**config.mk**
```make
export PLATFORM = sky130hd
export DESIGN_NAME = platform_manager_flat
export DESIGN_NICKNAME = d
export VERILOG_FILES = /design/src/rtl/platform_manager_if.sv /design/src/rtl/platform_manager.sv /design/src/flat_wrapper.sv
export SDC_FILE = /design/constraint.sdc
export NUM_CORES = 1
export LEC_CHECK = 0
export CELL_PAD_IN_SITES_DETAIL_PLACEMENT = 0
export CELL_PAD_IN_SITES_GLOBAL_PLACEMENT = 1
export CORE_ASPECT_RATIO = 0.5
export CORE_MARGIN = 2
export CORE_UTILIZATION = 42
export CTS_CLUSTER_SIZE = 16
export DETAILED_ROUTE_END_ITERATION = 16
export GPL_TIMING_DRIVEN = 0
export HOLD_SLACK_MARGIN = 0.05
export PLACE_DENSITY = 0.77
export RECOVER_POWER = 50
export SETUP_SLACK_MARGIN = 0.15
export SLEW_MARGIN = 0
export SYNTH_ARGS = -nofsm -noshare
export SYNTH_HDL_FRONTEND = slang
export SYNTH_SLANG_ARGS = --single-unit
```
**constraint.sdc**
```tcl
create_clock -name clk -period 6.9 [get_ports clk]
set_input_delay 1.725 -clock clk [delete_from_list [all_inputs] [get_ports clk]]
set_output_delay 1.725 -clock clk [all_outputs]
set_load 0.01 [all_outputs]
```
**src/rtl/platform_manager_if.sv**
```systemverilog
// Platform manager <-> game logic / renderer bundle.
// master drives figure state and frame strobes; slave is the manager.
interface platform_manager_if #(
  parameter int IW = 3
);
  logic          tick;
  logic [1:0]    state;
  logic [9:0]    fig_x;
  logic [9:0]    fig_y;
  logic [7:0]    fig_width;
  logic [7:0]    fig_height;
  logic          fly;
  logic [3:0]    spd_y;
  logic [3:0]    advance;
  logic [IW-1:0] rd_idx;
  logic [9:0]    rd_x;
  logic [9:0]    rd_y;
  logic          hit;
  logic [9:0]    floor;
  logic [15:0]   score;
  logic          busy;

  modport master (
    output tick, state, fig_x, fig_y, fig_width, fig_height,
    output fly, spd_y, advance, rd_idx,
    input  rd_x, rd_y, hit, floor, score, busy
  );

  modport slave (
    input  tick, state, fig_x, fig_y, fig_width, fig_height,
    input  fly, spd_y, advance, rd_idx,
    output rd_x, rd_y, hit, floor, score, busy
  );
endinterface

```
**src/rtl/platform_manager.sv**
```systemverilog
// Jump-game platform set: init, scroll, recycle, landing check, score.
// One slot handled per cycle; hit pulses the cycle after DONE.
module platform_manager #(
  parameter int          NUM_PLAT  = 8,
  parameter int          PLAT_W    = 64,
  parameter int          PLAT_H    = 8,
  parameter int          MAP_W     = 640,
  parameter int          MAP_H     = 480,
  parameter int          SPACING   = 60,
  parameter logic [15:0] LFSR_SEED = 16'hACE1
) (
  input  logic         clk,
  input  logic         rst,
  platform_manager_if.slave pm
);
  localparam int IW = $clog2(NUM_PLAT);
  localparam int XR = MAP_W - PLAT_W;

  localparam logic [2:0] IDLE   = 3'd0;
  localparam logic [2:0] INIT   = 3'd1;
  localparam logic [2:0] SCROLL = 3'd2;
  localparam logic [2:0] CHECK  = 3'd3;
  localparam logic [2:0] DONE   = 3'd4;

  logic [2:0]    fsm;
  logic [IW-1:0] i;
  logic          found;
  logic          hit_q;
  logic [9:0]    floor_q;
  logic [15:0]   score_q;
  logic [15:0]   lfsr;
  logic [9:0]    xs [NUM_PLAT];
  logic [9:0]    ys [NUM_PLAT];

  logic          fb;
  logic [9:0]    r;
  logic [9:0]    rand_x;
  logic [10:0]   ny;
  logic [10:0]   bot;
  logic [10:0]   ytop;
  logic [10:0]   fig_r;
  logic [10:0]   x_r;
  logic          match;
  logic          last;
  logic          playing;
  logic [16:0]   sum;
  logic [9:0]    y_init;

  assign fb      = lfsr[15] ^ lfsr[13] ^ lfsr[12] ^ lfsr[10];
  assign r       = lfsr[9:0];
  assign rand_x  = (r < 10'(XR)) ? r : r - 10'(XR);
  assign playing = (pm.state == 2'd2);
  assign last    = (i == IW'(NUM_PLAT - 1));
  assign y_init  = 10'(MAP_H - 16 - SPACING * int'(i));

  always_comb begin
    ny    = {1'b0, ys[i]} + {7'b0, pm.advance};
    bot   = {1'b0, pm.fig_y} + {3'b0, pm.fig_height};
    ytop  = {1'b0, ys[i]} + 11'(PLAT_H) + {7'b0, pm.spd_y};
    fig_r = {1'b0, pm.fig_x} + {3'b0, pm.fig_width};
    x_r   = {1'b0, xs[i]} + 11'(PLAT_W);
    sum   = {1'b0, score_q} + {13'b0, pm.advance};
    match = !pm.fly && !found
         && ({1'b0, ys[i]} <= bot) && (bot < ytop)
         && (fig_r > {1'b0, xs[i]})
         && ({1'b0, pm.fig_x} < x_r);
  end

  always_ff @(posedge clk) begin
    if (rst) begin
      fsm     <= INIT;
      i       <= '0;
      found   <= 1'b0;
      hit_q   <= 1'b0;
      floor_q <= '0;
      score_q <= '0;
      lfsr    <= LFSR_SEED;
      for (int k = 0; k < NUM_PLAT; k++) begin
        xs[k] <= '0;
        ys[k] <= '0;
      end
    end else begin
      lfsr  <= {lfsr[14:0], fb};
      hit_q <= 1'b0;
      // leaving play abandons whatever frame work is in flight
      if (fsm != INIT && !playing) begin
        fsm <= INIT;
        i   <= '0;
      end else begin
        unique case (fsm)
          INIT: begin
            xs[i]   <= (i == '0) ? 10'(XR / 2) : rand_x;
            ys[i]   <= y_init;
            score_q <= '0;
            floor_q <= '0;
            i       <= i + 1'b1;
            if (last) fsm <= IDLE;
          end
          IDLE: begin
            if (pm.tick) begin
              fsm     <= SCROLL;
              i       <= '0;
              score_q <= sum[16] ? 16'hFFFF : sum[15:0];
            end
          end
          SCROLL: begin
            if (ny >= 11'(MAP_H)) begin
              ys[i] <= 10'(ny - 11'(MAP_H));
              xs[i] <= rand_x;
            end else begin
              ys[i] <= ny[9:0];
            end
            i <= i + 1'b1;
            if (last) begin
              fsm   <= CHECK;
              i     <= '0;
              found <= 1'b0;
            end
          end
          CHECK: begin
            if (match) begin
              found   <= 1'b1;
              floor_q <= ys[i];
            end
            i <= i + 1'b1;
            if (last) fsm <= DONE;
          end
          DONE: begin
            hit_q <= found;
            fsm   <= IDLE;
          end
          default: begin
            fsm <= INIT;
            i   <= '0;
          end
        endcase
      end
    end
  end

  assign pm.rd_x  = xs[pm.rd_idx];
  assign pm.rd_y  = ys[pm.rd_idx];
  assign pm.hit   = hit_q;
  assign pm.floor = floor_q;
  assign pm.score = score_q;
  assign pm.busy  = (fsm != IDLE);
endmodule

```
**src/flat_wrapper.sv**
```systemverilog
// flat-port wrapper written by rule: the top's interface ports become plain ports
module platform_manager_flat 
#(
  parameter int          NUM_PLAT  = 8,
  parameter int          PLAT_W    = 64,
  parameter int          PLAT_H    = 8,
  parameter int          MAP_W     = 640,
  parameter int          MAP_H     = 480,
  parameter int          SPACING   = 60,
  parameter logic [15:0] LFSR_SEED = 16'hACE1
)
  (clk, rst, pm_tick, pm_state, pm_fig_x, pm_fig_y, pm_fig_width, pm_fig_height, pm_fly, pm_spd_y, pm_advance, pm_rd_idx, pm_rd_x, pm_rd_y, pm_hit, pm_floor, pm_score, pm_busy);
  platform_manager_if #(.IW(3)) pm_i ();
  input  logic clk;
  input  logic rst;
  input wire logic [$bits(pm_i.tick)-1:0] pm_tick;
  input wire logic [$bits(pm_i.state)-1:0] pm_state;
  input wire logic [$bits(pm_i.fig_x)-1:0] pm_fig_x;
  input wire logic [$bits(pm_i.fig_y)-1:0] pm_fig_y;
  input wire logic [$bits(pm_i.fig_width)-1:0] pm_fig_width;
  input wire logic [$bits(pm_i.fig_height)-1:0] pm_fig_height;
  input wire logic [$bits(pm_i.fly)-1:0] pm_fly;
  input wire logic [$bits(pm_i.spd_y)-1:0] pm_spd_y;
  input wire logic [$bits(pm_i.advance)-1:0] pm_advance;
  input wire logic [$bits(pm_i.rd_idx)-1:0] pm_rd_idx;
  output wire logic [$bits(pm_i.rd_x)-1:0] pm_rd_x;
  output wire logic [$bits(pm_i.rd_y)-1:0] pm_rd_y;
  output wire logic [$bits(pm_i.hit)-1:0] pm_hit;
  output wire logic [$bits(pm_i.floor)-1:0] pm_floor;
  output wire logic [$bits(pm_i.score)-1:0] pm_score;
  output wire logic [$bits(pm_i.busy)-1:0] pm_busy;
  assign pm_i.tick = pm_tick;
  assign pm_i.state = pm_state;
  assign pm_i.fig_x = pm_fig_x;
  assign pm_i.fig_y = pm_fig_y;
  assign pm_i.fig_width = pm_fig_width;
  assign pm_i.fig_height = pm_fig_height;
  assign pm_i.fly = pm_fly;
  assign pm_i.spd_y = pm_spd_y;
  assign pm_i.advance = pm_advance;
  assign pm_i.rd_idx = pm_rd_idx;
  assign pm_rd_x = pm_i.rd_x;
  assign pm_rd_y = pm_i.rd_y;
  assign pm_hit = pm_i.hit;
  assign pm_floor = pm_i.floor;
  assign pm_score = pm_i.score;
  assign pm_busy = pm_i.busy;
  platform_manager #(.NUM_PLAT(NUM_PLAT), .PLAT_W(PLAT_W), .PLAT_H(PLAT_H), .MAP_W(MAP_W), .MAP_H(MAP_H), .SPACING(SPACING), .LFSR_SEED(LFSR_SEED)) u_core (.clk(clk), .rst(rst), .pm(pm_i));
endmodule
```
**Yosys cells after proc, flatten, opt, wreduce, memory -nomap -nowiden**

Memories as Yosys holds them, arrays and structs flattened. A register that Yosys moved wholly into a read port is not among the register bits.
Cells that the tools add are included.
W data, S select, Z words.

- Multiplexer cells: 47
- Add/subtract/negate cells: 11
- Reductions and logical operators: 25
- Equality and inequality tests: 12
- $lt $le $gt $ge: 6
- Bitwise gates (word level): 8
- Multipliers: 1

Operators with widths:

| cell | number |
|---|---|
| $mux W10 | 8 |
| $mux W3 | 12 |
| $mux W16 | 2 |
| $pmux W16 S2 | 1 |
| $add A10 B8 Y11 | 2 |
| $mux W1 | 20 |
| $pmux W10 S2 | 1 |
| $reduce_or A10 Y1 | 2 |
| $add A16 B4 Y17 | 1 |
| $pmux W3 S5 | 1 |
| $pmux W3 S4 | 1 |
| $add A10 B4 Y11 | 1 |
| $add A10 B4 Y11 const B | 1 |
| $add A10 B7 Y11 const B | 1 |
| $add A11 B4 Y11 | 1 |
| $ge A11 B9 Y1 const B | 1 |
| $gt A11 B10 Y1 | 1 |
| $le A10 B11 Y1 | 1 |
| $lt A10 B11 Y1 | 1 |
| $lt A11 B11 Y1 | 1 |
| $lt A10 B10 Y1 const B | 1 |
| $sub A10 B10 Y10 const A | 1 |
| $sub A10 B10 Y10 const B | 1 |
| $sub A10 B9 Y10 const B | 1 |
| 23 further kinds | 46 |

- Register bits after elaboration: 50
- Memories kept: 2
- Bits in writable memories: 160

Memories:

| memory | words | bits a word | rd ports | clocked after Yosys merged registers in | wr ports | line | RTL |
|---|---|---|---|---|---|---|---|
| u_core.xs | 8 | 10 | 2 | 1 | 8 | platform_manager.sv:32 | `logic [9:0] xs [NUM_PLAT];` |
| u_core.ys | 8 | 10 | 2 | 1 | 8 | platform_manager.sv:33 | `logic [9:0] ys [NUM_PLAT];` |

**Longest topological paths before layout**

- Word-level depth: 11
- Gate-level depth with buffers: 24
- Gate-level depth less buffers: 19

**Least setup slack after synthesis**

No wires, ideal clock.

- Kind: reg2reg
- Start: reg with a tool-made name
- End: mem u_core.xs[2][0] (enable)
- Cell stages (with the launch flop): 20
- Data required time: 6.584 ns
- Setup time: 0.316 ns
- Period minus slack after synthesis: 5.156 ns
- Path buffers: 4
- Arrival time: 4.840 ns
- Slack: 1.744 ns
- Cell sequence: dfxtp_1 buf_2 buf_2 buf_2 mux4_2 nand2_1 nand2_1 ha_1 fa_1 a21o_1 a21oi_1 nor3_1 xnor2_1 ha_1 and3_1 o21a_4 nor2_2 buf_2 a21o_1 nand2b_1

RTL lines:

| item | line |
|---|---|
| end, declared | platform_manager.sv:32 |

==> flow_summary.json <==
{
  "seq_area_frac_synth": 0.434,
  "grt_pass1_wl_um": 58400,
  "grt_overflow": 0,
  "startpoint_type": "register",
  "finClkSkew_ns": 0.0318,
  "ys_warn_count": 0,
  "clock-sinks": 213,
  "drive_gt1_frac": 0.136,
  "tightest_slew_ns": 1.21,
  "synth_cells": 1206,
  "peakVddDrop_v": 0.000236,
  "syn-num-nets": 1353,
  "worstPathMaxFanout": 10,
  "p_per_area_mw_per_mm2": 366,
  "cpPeakStageDelay_ns": 0.56,
  "finalCriticalPeriod_ns": 6.35,
  "wl_per_cell_um": 21.4,
  "netlist_area_mm2": 0.0135,
  "grt_pass1_vias": 9984,
  "fmax_mhz": 158,
  "diodes": 0,
  "synth-seq-cells": 213,
  "io_buffers": 96,
  "nFillCells": 2871,
  "synth_cell_type_count": 60,
  "postLayoutCellArea_mm2": 0.0157,
  "status": "complete, no violations",
  "final_cell_mix": "160 x edfxtp_1, 151 x nor2_1, 86 x ha_1",
  "die_area_mm2": 0.0337,
  "cp_slowest_cell": "mux4_2",
  "gr-usage-all-layers": 0.228,
  "drt_pass1_iterations": 5,
  "h-tree-depth": 1,
  "crit_type": "register to register",
  "rsz0062_at_grt": "no",
  "core_area_mm2": 0.0317,
  "r2r_slack_ns": 0.55,
  "worst_ep_arrival_time_ns": 6.52,
  "postSynth.asyncResetShare": 0,
  "hpwl_um": 28100,
  "avgSynthCellArea_um2": 11.2,
  "post-cts-setup-buffers": 0,
  "drt_iter0_markers": 946,
  "viasPerCell": 5.69,
  "p_leak_nw": 6.35,
  "antenna_found_initial": 0,
  "end_kind": "register",
  "cts_buffer_depth": 3,
  "clkSlewWorstSetupHoldPaths_ns": 0.07,
  "cts_buffers": 22,
  "rows": 46,
  "die_h_um": 131,
  "ios": 101,
  "finalSetupViolations": 0,
  "cp_common_cell": "buf_2",
  "crit_chain": "buf_2, buf_4, buf_2, mux4_2, nand2_1, nand2_1, ha_1, fa_1, a21o_1, a21oi_2, nor3_1, xnor2_1, ha_1, and3_1, o21a_4, nor2_2, buf_2, a21o_1, nand2b_1",
  "die_w_um": 258,
  "hold_class": "register to register",
  "tns_ns": 0,
  "cts_root_buffer": "clkbuf_16",
  "cp.required_ns": 7.08,
  "drcViolationCount": 0,
  "synthFlopType": "edfxtp_1",
  "ant_nets": 0,
  "power.total_mw": 5.75,
  "grt_max_degree": 16,
  "cts_tree": "built",
  "synth-edff-count": 160,
  "fin_crit_sh": 0.920,
  "initial_utilization": 0.427,
  "layout_commonest_cell": "edfxtp_1",
  "area_growth_pct": 16.4,
  "nNetsFinal": 1473,
  "drv_cap": 0,
  "clock_latency_ns": 0.54,
  "gp_congestion": 0.874,
  "slew_headroom": 0.186,
  "hold_viol_final": 0,
  "place_area_mm2": 0.0150,
  "vias": 10090,
  "drt-total-wl_um": 37900,
  "drv_slew": 0
}
power by group:
part	internal [mW]	switching [mW]
clock	0.650	0.536
sequential	1.57	0.106
combinational	1.16	1.73
total	3.38	2.37
logic make-up (layout without fill, tap and decap cells):
logic type	after synthesis	in the layout	synth area share
simple gates	426	426	0.151
xor+xnor	45	45	0.0306
flops	213	213	0.434
compound gates	172	172	0.0797
mux	134	134	0.177
fa+ha+maj	94	94	0.0915
buf+inv	122	258	0.0362
critical path: cells and delay by family, from the launching register on:
kind / cells / cell delay (ns)
buffers and inverters: 4 / 1.51
adders and majority gates: 3 / 0.95
DFF: 1 / 0.45
AOI/OAI and AO/OA: 4 / 1.04
muxes: 1 / 0.56
xor gates and xnor gates: 1 / 0.20
and+or+nand+nor: 6 / 1.26
layout make-up:
type	count	area (um2)	area share
Multi-Input combinational cell	871	7160	0.455
Sequential cell	213	5870	0.373
Timing Repair Buffer	96	961	0.0611
Clock buffer	28	626	0.0398
Tap cell	432	541	0.0344
Buffer	58	253	0.0161
Inverter	64	240	0.0153
Clock inverter	12	78.8	0.00501
timing repair:
item	4_1_cts	5_1_grt
setup endpoints to repair	10	80
pin swaps	0	0
hold buffers	0	0
gates resized for setup	2	2
hold endpoints to repair	0	0
layer usage:
metal,vias to the layer above,GRT usage,part of all wire
met4,0,0.0585,0.022
met3,60,0.0363,0.070
met2,376,0.386,0.47
met1,4968,0.309,0.43
li1,4686,-,-
met5,-,0,0
registers in the layout (all words and copies together) (netlist names), named ones only:
name,count
u_core.found,1
u_core.pm.floor,10
u_core.i,3
u_core.xs,80
u_core.ys,80
u_core.lfsr,16
u_core.pm.hit,1
u_core.pm.score,16
u_core.fsm,3
per-stage QoR:
stage | hold slack [ns] | cells | setup slack [ns] | util
3_5_place_dp | 0.415 | 1734 | 0.0513 | 0.474
3_3_place_gp | 0.396 | 1734 | 0.140 | 0.474
5_1_grt | 0.439 | 1774 | 0.156 | 0.497
2_1_floorplan | 0.389 | 1206 | 1.74 | -
6_report | 0.431 | 1774 | 0.554 | 0.497
4_1_cts | 0.437 | 1774 | 0.280 | 0.497
worst paths after layout:
check	end	cells past startpoint	startpoint
setup / recovery	u_core.xs[4][0]$_SDFFCE_PN0P_	19	register
hold / removal	u_core.lfsr[15]$_SDFF_PP1_	1	u_core.lfsr[14]$_SDFF_PP0_
setup reg to reg	u_core.xs[4][0]$_SDFFCE_PN0P_	19	register
hold reg to reg	u_core.lfsr[15]$_SDFF_PP1_	1	u_core.lfsr[14]$_SDFF_PP0_
cell usage after synthesis, types with 18 or more instances:
cell      number  area (um2)
xor2_1        22         193
inv_1         62         233
nand2_1       83         312
xnor2_1       22         193
nand3_1       25         125
a21oi_1       72         360
mux2_2        23         259
o21ai_0       31         155
mux4_2        81        1820
and3_1        45         282
nor2b_1       18         113
ha_1          86        1080
a21o_1        27         203
nor2_1       151         567
nand2b_1      24         150
nor3_1        33         165
edfxtp_1     160        4800
clkbuf_1      40         150
mux2i_1       28         280
dfxtp_1       53        1060
No activity file was read; power rests on OpenSTA's default activity.
